--- src/rtl/cinco_pkg.sv ---
// Shared definitions for the execute-to-memory stage: branch condition
// encodings carried in funct3 and the packed record held by the stage.
package cinco_pkg;

    localparam int CINCO_XLEN       = 32;
    localparam int CINCO_REG_ADDR_W = 5;

    localparam logic [2:0] BR_BEQ  = 3'b000;
    localparam logic [2:0] BR_BNE  = 3'b001;
    localparam logic [2:0] BR_BLT  = 3'b100;
    localparam logic [2:0] BR_BGE  = 3'b101;
    localparam logic [2:0] BR_BLTU = 3'b110;
    localparam logic [2:0] BR_BGEU = 3'b111;

    typedef struct packed {
        logic [CINCO_XLEN-1:0]       result;
        logic [CINCO_XLEN-1:0]       store_data;
        logic [CINCO_REG_ADDR_W-1:0] rd;
        logic [2:0]                  funct3;
        logic                        reg_write;
        logic                        mem_read;
        logic                        mem_write;
    } ex_mem_t;

endpackage

--- src/rtl/branch_cond.sv ---
// Branch condition decode from the flags of an a-b subtraction.
// Carry set means no borrow, so the unsigned a<b test is simply ~c.
module branch_cond
    import cinco_pkg::*;
(
    input  logic [2:0] funct3,
    input  logic       v,
    input  logic       c,
    input  logic       n,
    input  logic       z,
    output logic       cond
);

    // Six-way condition select; the two unused encodings never branch
    always_comb begin
        cond = 1'b0;
        case (funct3)
            BR_BEQ:  cond = z;
            BR_BNE:  cond = ~z;
            BR_BLT:  cond = n ^ v;
            BR_BGE:  cond = ~(n ^ v);
            BR_BLTU: cond = ~c;
            BR_BGEU: cond = c;
            default: cond = 1'b0;
        endcase
    end

endmodule

--- src/rtl/ex_mem_stage.sv ---
// Execute-to-memory pipeline register. Holds one instruction behind a
// valid/ready handshake, resolves branches and jumps, and raises a single
// cycle PC redirect for every accepted, properly aligned taken transfer.
// A taken transfer to a misaligned target is held with its side effects
// stripped and flagged instead of redirecting.
module ex_mem_stage
    import cinco_pkg::*;
#(
    parameter int XLEN       = CINCO_XLEN,
    parameter int REG_ADDR_W = CINCO_REG_ADDR_W
) (
    input  logic                  clk,
    input  logic                  reset,
    input  logic                  in_valid,
    output logic                  in_ready,
    input  logic                  flush,
    input  logic [XLEN-1:0]       alu_result,
    input  logic                  v,
    input  logic                  c,
    input  logic                  n,
    input  logic                  z,
    input  logic [2:0]            funct3,
    input  logic                  branch,
    input  logic                  jump,
    input  logic [XLEN-1:0]       target,
    input  logic [REG_ADDR_W-1:0] rd,
    input  logic                  reg_write,
    input  logic                  mem_read,
    input  logic                  mem_write,
    input  logic [XLEN-1:0]       store_data,
    output logic                  out_valid,
    input  logic                  out_ready,
    output logic [XLEN-1:0]       out_result,
    output logic [REG_ADDR_W-1:0] out_rd,
    output logic                  out_reg_write,
    output logic                  out_mem_read,
    output logic                  out_mem_write,
    output logic [2:0]            out_funct3,
    output logic [XLEN-1:0]       out_store_data,
    output logic                  redirect,
    output logic [XLEN-1:0]       redirect_target,
    output logic                  misaligned
);

    logic      cond;
    logic      taken;
    logic      target_mis;
    logic      accept;
    ex_mem_t   entry_d;
    ex_mem_t   entry_q;
    logic      valid_q;
    logic      redirect_q;
    logic      misaligned_q;
    logic [XLEN-1:0] target_q;

    branch_cond u_branch_cond (
        .funct3 (funct3),
        .v      (v),
        .c      (c),
        .n      (n),
        .z      (z),
        .cond   (cond)
    );

    assign in_ready   = ~valid_q | out_ready;
    assign accept     = in_valid & in_ready & ~flush;
    assign taken      = jump | (branch & cond);
    assign target_mis = taken & (target[1:0] != 2'b00);

    // Build the record to capture; a misaligned transfer must not write anything
    always_comb begin
        entry_d            = '0;
        entry_d.result     = alu_result;
        entry_d.store_data = store_data;
        entry_d.rd         = rd;
        entry_d.funct3     = funct3;
        entry_d.reg_write  = reg_write & ~target_mis;
        entry_d.mem_read   = mem_read  & ~target_mis;
        entry_d.mem_write  = mem_write & ~target_mis;
    end

    // Single-entry buffer: replace on accept, drain on pop, redirect pulses once per accept
    always_ff @(posedge clk or posedge reset) begin
        if (reset) begin
            entry_q      <= '0;
            valid_q      <= 1'b0;
            redirect_q   <= 1'b0;
            misaligned_q <= 1'b0;
            target_q     <= '0;
        end else begin
            redirect_q <= accept & taken & ~target_mis;
            if (accept) begin
                entry_q      <= entry_d;
                valid_q      <= 1'b1;
                misaligned_q <= target_mis;
                target_q     <= target;
            end else if (valid_q & out_ready) begin
                valid_q      <= 1'b0;
                misaligned_q <= 1'b0;
            end
        end
    end

    assign out_valid       = valid_q;
    assign out_result      = entry_q.result;
    assign out_rd          = entry_q.rd;
    assign out_reg_write   = entry_q.reg_write;
    assign out_mem_read    = entry_q.mem_read;
    assign out_mem_write   = entry_q.mem_write;
    assign out_funct3      = entry_q.funct3;
    assign out_store_data  = entry_q.store_data;
    assign redirect        = redirect_q;
    assign redirect_target = target_q;
    assign misaligned      = misaligned_q;

endmodule
--- config.mk ---
export PLATFORM = sky130hd
export DESIGN_NAME = ex_mem_stage
export DESIGN_NICKNAME = d
export VERILOG_FILES = /design/src/rtl/cinco_pkg.sv /design/src/rtl/branch_cond.sv /design/src/rtl/ex_mem_stage.sv
export SDC_FILE = /design/constraint.sdc
export NUM_CORES = 1
export LEC_CHECK = 0
export CORE_ASPECT_RATIO = 1.25
export CORE_MARGIN = 4
export CORE_UTILIZATION = 35
export DETAILED_ROUTE_END_ITERATION = 10
export GPL_ROUTABILITY_DRIVEN = 0
export GPL_TIMING_DRIVEN = 0
export MAX_ROUTING_LAYER = met4
export PLACE_DENSITY = 0.86
export RECOVER_POWER = 25
export SKIP_LAST_GASP = 1
export SLEW_MARGIN = 25
export SYNTH_ARGS = -nofsm -noshare
export SYNTH_HDL_FRONTEND = slang
export SYNTH_SLANG_ARGS = --single-unit
--- constraint.sdc ---
create_clock -name clk -period 3.3 [get_ports clk]
set_clock_uncertainty 0.2 [all_clocks]
set_input_delay 0.33 -clock clk [delete_from_list [all_inputs] [get_ports clk]]
set_output_delay 0.33 -clock clk [all_outputs]
set_load 0.02 [all_outputs]
# Word-level counts from Yosys, hierarchy flattened

Index checks and enable logic that the tools add are counted.

Add/subtract/negate cells: 0
$mul: 0
Divide/modulo/power cells: 0
Order comparisons: 0
Eq/ne operators: 5
Shifts and indexed selects: 0
Multiplexer cells: 4
Bitwise operators: 19
Reduce and logical (&&, ||, !) cells: 3

Operators by type and width:

| cell               | number |
|---|---|
| $eq 3x3->1 const B | 4 |
| $and 1x1->1        | 10 |
| $not 1->1          | 6 |
| $pmux 1 s6         | 1 |
| $reduce_bool 2->1  | 2 |
| $eq 3x1->1 const B | 1 |
| $logic_not 3->1    | 1 |
| $mux 1             | 3 |
| $or 1x1->1         | 2 |
| $xor 1x1->1        | 1 |

Register bits after elaboration: 110
Bits in latches: 0
Bits in writable memories: 0
Memory bits (read-only): 0
Input bits: 118
Output and inout port bits: 111
Logic and storage cells: 42
Memories: 0

# Depth between registers and ports, before layout

Depth after elaboration: 8
Mapped depth: 8
Depth with buffers taken out: 5

# Modules after synthesis

From an unflattened synthesis, not the netlist that was laid out.

Cells, all modules: 255
Area, all modules: 4539.4 µm²

Modules (own cells, without submodules):

| module       | instances | cells an instance | area an instance (µm²) | sequential area each (µm²) |
|---|---|---|---|---|
| ex_mem_stage | 1         | 245               | 4471.8                 | 2752.6 |
| branch_cond  | 1         | 10                | 67.6                   | 0.0 |

# Worst setup path after synthesis

OpenSTA, ideal clock, no wires.

Kind: register to register
From: register valid_q, in the netlist out_valid
To: register target_q[15], in the netlist redirect_target[15]
Setup time: 0.065 ns
Arrival: 1.514 ns
Data required time: 3.035 ns
Path slack: 1.521 ns
Stages on the path, launching flop included: 9
Path buffers: 3
Period minus slack after synthesis: 1.779 ns
Path through: dfrtp_1 -> nor2b_1 -> inv_1 -> nand2b_1 -> buf_2 -> buf_4 -> buf_2 -> nand2_1 -> nand2_1

Word-level cells in the longest chain between the ends: 4

Ends and longest elaborated chain:

| item                      | line               | RTL |
|---|---|---|
| start, declared           | ex_mem_stage.sv:51 | `logic valid_q;` |
| start signal, assigned    | ex_mem_stage.sv:86 | `valid_q <= 1'b0;` |
| start signal, assigned    | ex_mem_stage.sv:94 | `valid_q <= 1'b1;` |
| start signal, assigned    | ex_mem_stage.sv:98 | `valid_q <= 1'b0;` |
| $not 1->1                 | ex_mem_stage.sv:65 | `assign in_ready = ~valid_q \| out_ready;` |
| $or 1x1->1                | ex_mem_stage.sv:65 |  |
| net in_ready              | ex_mem_stage.sv:15 | `output logic in_ready,` |
| $and 1x1->1 (2 in series) | ex_mem_stage.sv:66 | `assign accept = in_valid & in_ready & ~flush;` |
| end signal, assigned      | ex_mem_stage.sv:96 | `target_q <= target;` |
| end, declared             | ex_mem_stage.sv:54 | `logic [XLEN-1:0] target_q;` |

The timed path passes the listed nets, and every way through them passes these cells.
A chain may end at the register's enable or synchronous reset.

# Worst setup path in the final report

From: input port out_ready
To: output port in_ready

Word-level cells in the longest chain between the ends: 1

Ends and longest elaborated chain:

| item            | line               | RTL |
|---|---|---|
| start, declared | ex_mem_stage.sv:32 | `input logic out_ready,` |
| $or 1x1->1      | ex_mem_stage.sv:65 |  |
| end, declared   | ex_mem_stage.sv:15 |  |

Every way passes these cells.

==> results.txt <==
The flow ran to the end, and the final reports show no timing, DRC or antenna violations. The nature of the critical path startpoint is an input pin. The ratio of routed vias to standard cells is roughly 4.4. The worst-case headroom to the max-slew limit is a little under a third. The count of unresolved DRC violations after routing is 0. The worst setup path is captured at a primary output.

The buffer depth of the longest clock path is 2. The number of global-route vias before repair is 3,867. In the final layout, the share of cells above drive strength 1 is 5.24%.

The worst-case hold slack is approximately 240 ps. The switching fraction of total power is approximately 31%. The critical-path maximum fanout is 3. The initial standard-cell utilization of the core is a little over a third. The internal power consumption came out at ~2.7 mW. The fraction of the yosys area taken by sequential cells is roughly 65%. TritonCTS built the clock tree. The standard cell core area came out at ~0.012 sq mm.

The netlist area before placement came out at between 0.004 and 0.005 sq mm. The final routed wirelength across all metal layers came out at 12,800 microns. The shortest clock period the worst path allows after layout is 2150 ps.

The number of resized instances in the post-cts repair step is 0. The routed layout has slightly below 4,000 vias. The met1 layer wirelength in the final routing came out at roughly 5200 microns. The remaining antenna violation count after routing came out at 0. The reported max-cap violation count is 0.

The total CTS buffers came out at 9. The leakage power of the design is between 3 and 4 nW. The count of input and output buffers came out at approximately 230. The total power divided by cell area came out at between 500 and 600 mW/mm^2. The fraction of the cycle the final worst path needs is 65.1%. The final antenna diode count is 0. The final count of hold timing violations was 0. The root buffer cell chosen for the clock tree is clkbuf_16. The H-tree depth came out at 3. Wire segments on met3 add up to 882 microns in the final route. Synthesis inferred between 100 and 150 register bits. The met2 wire length is between 6000 and 7000 microns. The detail-routed net length per standard cell came out at around 14 microns. The max-slew violation count came out at 0. The global-route usage over all layers came out at 18.7%.

The clock transition at the register clock pins on the worst setup and hold paths after CTS is around 70 ps. Summing all placed instances gives a cell area of 0.00683 sq mm. The first global-routing pass estimated about 20,000 microns of wire. The cell count after synthesis came out at 478.

The number of rows created at floorplan is 44. At the later pin of the worst-skew pair, clock insertion delay measures approximately 330 ps. The part of the power in registers came out at approximately 43%. The kind of critical path is input pin to primary output. Setup repair after global routing left no endpoint under its margin. In the final design database the tool counted roughly 840 nets.

The achievable clock frequency came out at ~470 MHz. Walking the worst path, the cells encountered are clkdlybuf4s50_1 -> nor2b_1 -> inv_1 -> clkdlybuf4s50_1. The data arrival time at the worst-slack endpoint came out at between 1500 and 2000 ps. The netlist uses 22 different library cells.

The growth of design area from synthesis to finish came out at 66.3%. The net count after synthesis is approximately 600. The power share of the clock group came out at 26.5%.

The Yosys step of the flow raised 0 warnings. On the critical path, the stage with the largest delay is an instance of clkdlybuf4s50_1. The switching component of the power is around 1.2 mW.

The area of all placed cells without fillers is a little over 0.007 sq mm. Signal routing reaches up to met4. Entering global routing, the biggest net connects 32 pins.

The initial antenna violation count came out at 0. The type of the most critical hold path is input pin to async pin. Dividing the synthesized area by the synthesized cell count gives between 8 and 9 sq um. The vertical die dimension came out at 131 microns. The total I/O pin count came out at around 230. For the worst setup path, the data required time is 2770 ps. The overall die width is roughly 110 microns. The maximum resistive drop on vdd is about 0.26 mV. The cts-stage hold buffer count is 0. Setup violations remaining at the end of the flow were counted as 0. The CTS sink count came out at 110.

The slew at the pin with the worst max-slew slack came out at 1030 ps. On the worst path, the slowest cell contributes a delay of around 560 ps. The total negative slack is 0 ps.

Post-CTS timing repair inserted 0 buffers for setup. The first detailed-routing pass took 4 iterations. The overflow left after global routing is 0.

The die footprint came out at 0.0140 sq mm. The HPWL after detailed placement is just over 10,000 microns. The number of DRC markers after the initial detailed-route iteration came out at around 150. In this design, the critical path's most frequently occurring cell is clkdlybuf4s50_1. The combinational share of power came out at 30.2%.
worst max-delay path, delay by kind of cell:
family | cells | cell delay (ps)
buffers and inverters | 3 | 1080
AND/OR/NAND/NOR | 1 | 200
cell type report:
class                   count  area, sq um
plain buffers              23          106
well taps                 161          201
multi-input cells         338         1370
flip-flops and latches    110         2750
clock inverters             5         33.8
repair buffers            232         2350
clock buffers              10          239
fillers                  1034         4700
inverters                   7         27.5
path summary, 6_finish.rpt:
check / start / to / slack, ps / cells past startpoint
max: out_ready / in_ready / 1150 / 4
min: reset / redirect_target[12]$_DFFE_PP0P_ / 240 / 2
max reg2reg: out_valid$_DFFE_PP0P_ / out_store_data[20]$_DFFE_PP0P_ / 1310 / 6
min reg2reg: out_store_data[24]$_DFFE_PP0P_ / out_store_data[24]$_DFFE_PP0P_ / 270 / 2
max in group asynchronous: reset / out_result[18]$_DFFE_PP0P_ / 1190 / 4
min in group clk: out_store_data[24]$_DFFE_PP0P_ / out_store_data[24]$_DFFE_PP0P_ / 270 / 2
routing by layer:
metal,track usage [%],up-vias
li1,-,1928
met1,22.7,1804
met2,30.3,148
met3,4.96,22
met4,6.47,0
met5,-,-
cell usage after synthesis:
cell type	count	area [sq um]
xor3_1	1	23.8
nand3_1	1	5.00
a22oi_1	3	22.5
nand2b_2	1	8.76
nor2_1	1	3.75
and2_1	1	6.26
a21boi_2	1	11.3
or2_1	1	6.26
a41oi_1	1	8.76
inv_1	7	26.3
nand2_1	314	1180
buf_2	13	65.1
nor3_1	1	5.00
o21ai_0	5	25.0
nor2b_1	1	6.26
o211ai_2	1	12.5
dfrtp_1	110	2750
nand2b_1	3	18.8
mux4_2	1	22.5
buf_4	1	7.51
clkbuf_1	9	33.8
or2_2	1	6.26
placed cells by master (no fill, tap or decap), types with 2 or more instances in the layout:
master           netlist  routed
buf_12                 0       3
a22oi_1                3       3
inv_1                  7       6
clkbuf_16              0       9
nand2_1              314     314
dfrtp_1              110     110
clkinv_2               0       2
clkinvlp_4             0       2
clkdlybuf4s50_1        0     227
nand2b_1               3       3
buf_2                 13      13
o21ai_0                5       5
clkbuf_1               9      10
logic make-up (layout without fill, tap and decap cells):
family,after synthesis,in the layout,synth area share [%]
AO/OA/AOI/OAI,11,11,1.88
flip-flops,110,110,64.7
AND/OR/NAND/NOR,325,325,29.2
buffers and inverters,30,277,3.12
multiplexers,1,1,0.529
XOR/XNOR,1,1,0.558
power groups by stage:
stage                     Combinational (mW)  Clock (mW)  Sequential, mW
after CTS                               1.17        1.04            1.66
after detailed placement                1.17           0            1.68
after floorplan                        0.239           0            1.94
after global routing                    1.24        1.10            1.68
final                                   1.15        1.01            1.66
after global placement                  1.14           0            1.67
state kept, by name, indices dropped and copies added, names as in the netlist:
signal and cells:
redirect 1, out_rd 5, out_result 32, misaligned 1
out_mem_write 1, out_valid 1, out_store_data 32, out_reg_write 1
out_mem_read 1, out_funct3 3, redirect_target 32
stage by stage:
stage	cells	utilization, %	power (mW)	setup slack [ps]
finish	886	60.1	3.82	1150
detailed placement	871	58.0	2.85	845
floorplan	478	-	2.18	1440
global placement	867	57.2	2.81	316
CTS	886	60.3	3.87	1140
global route	886	60.1	4.02	866
No activity file was read; power rests on OpenSTA's default activity.
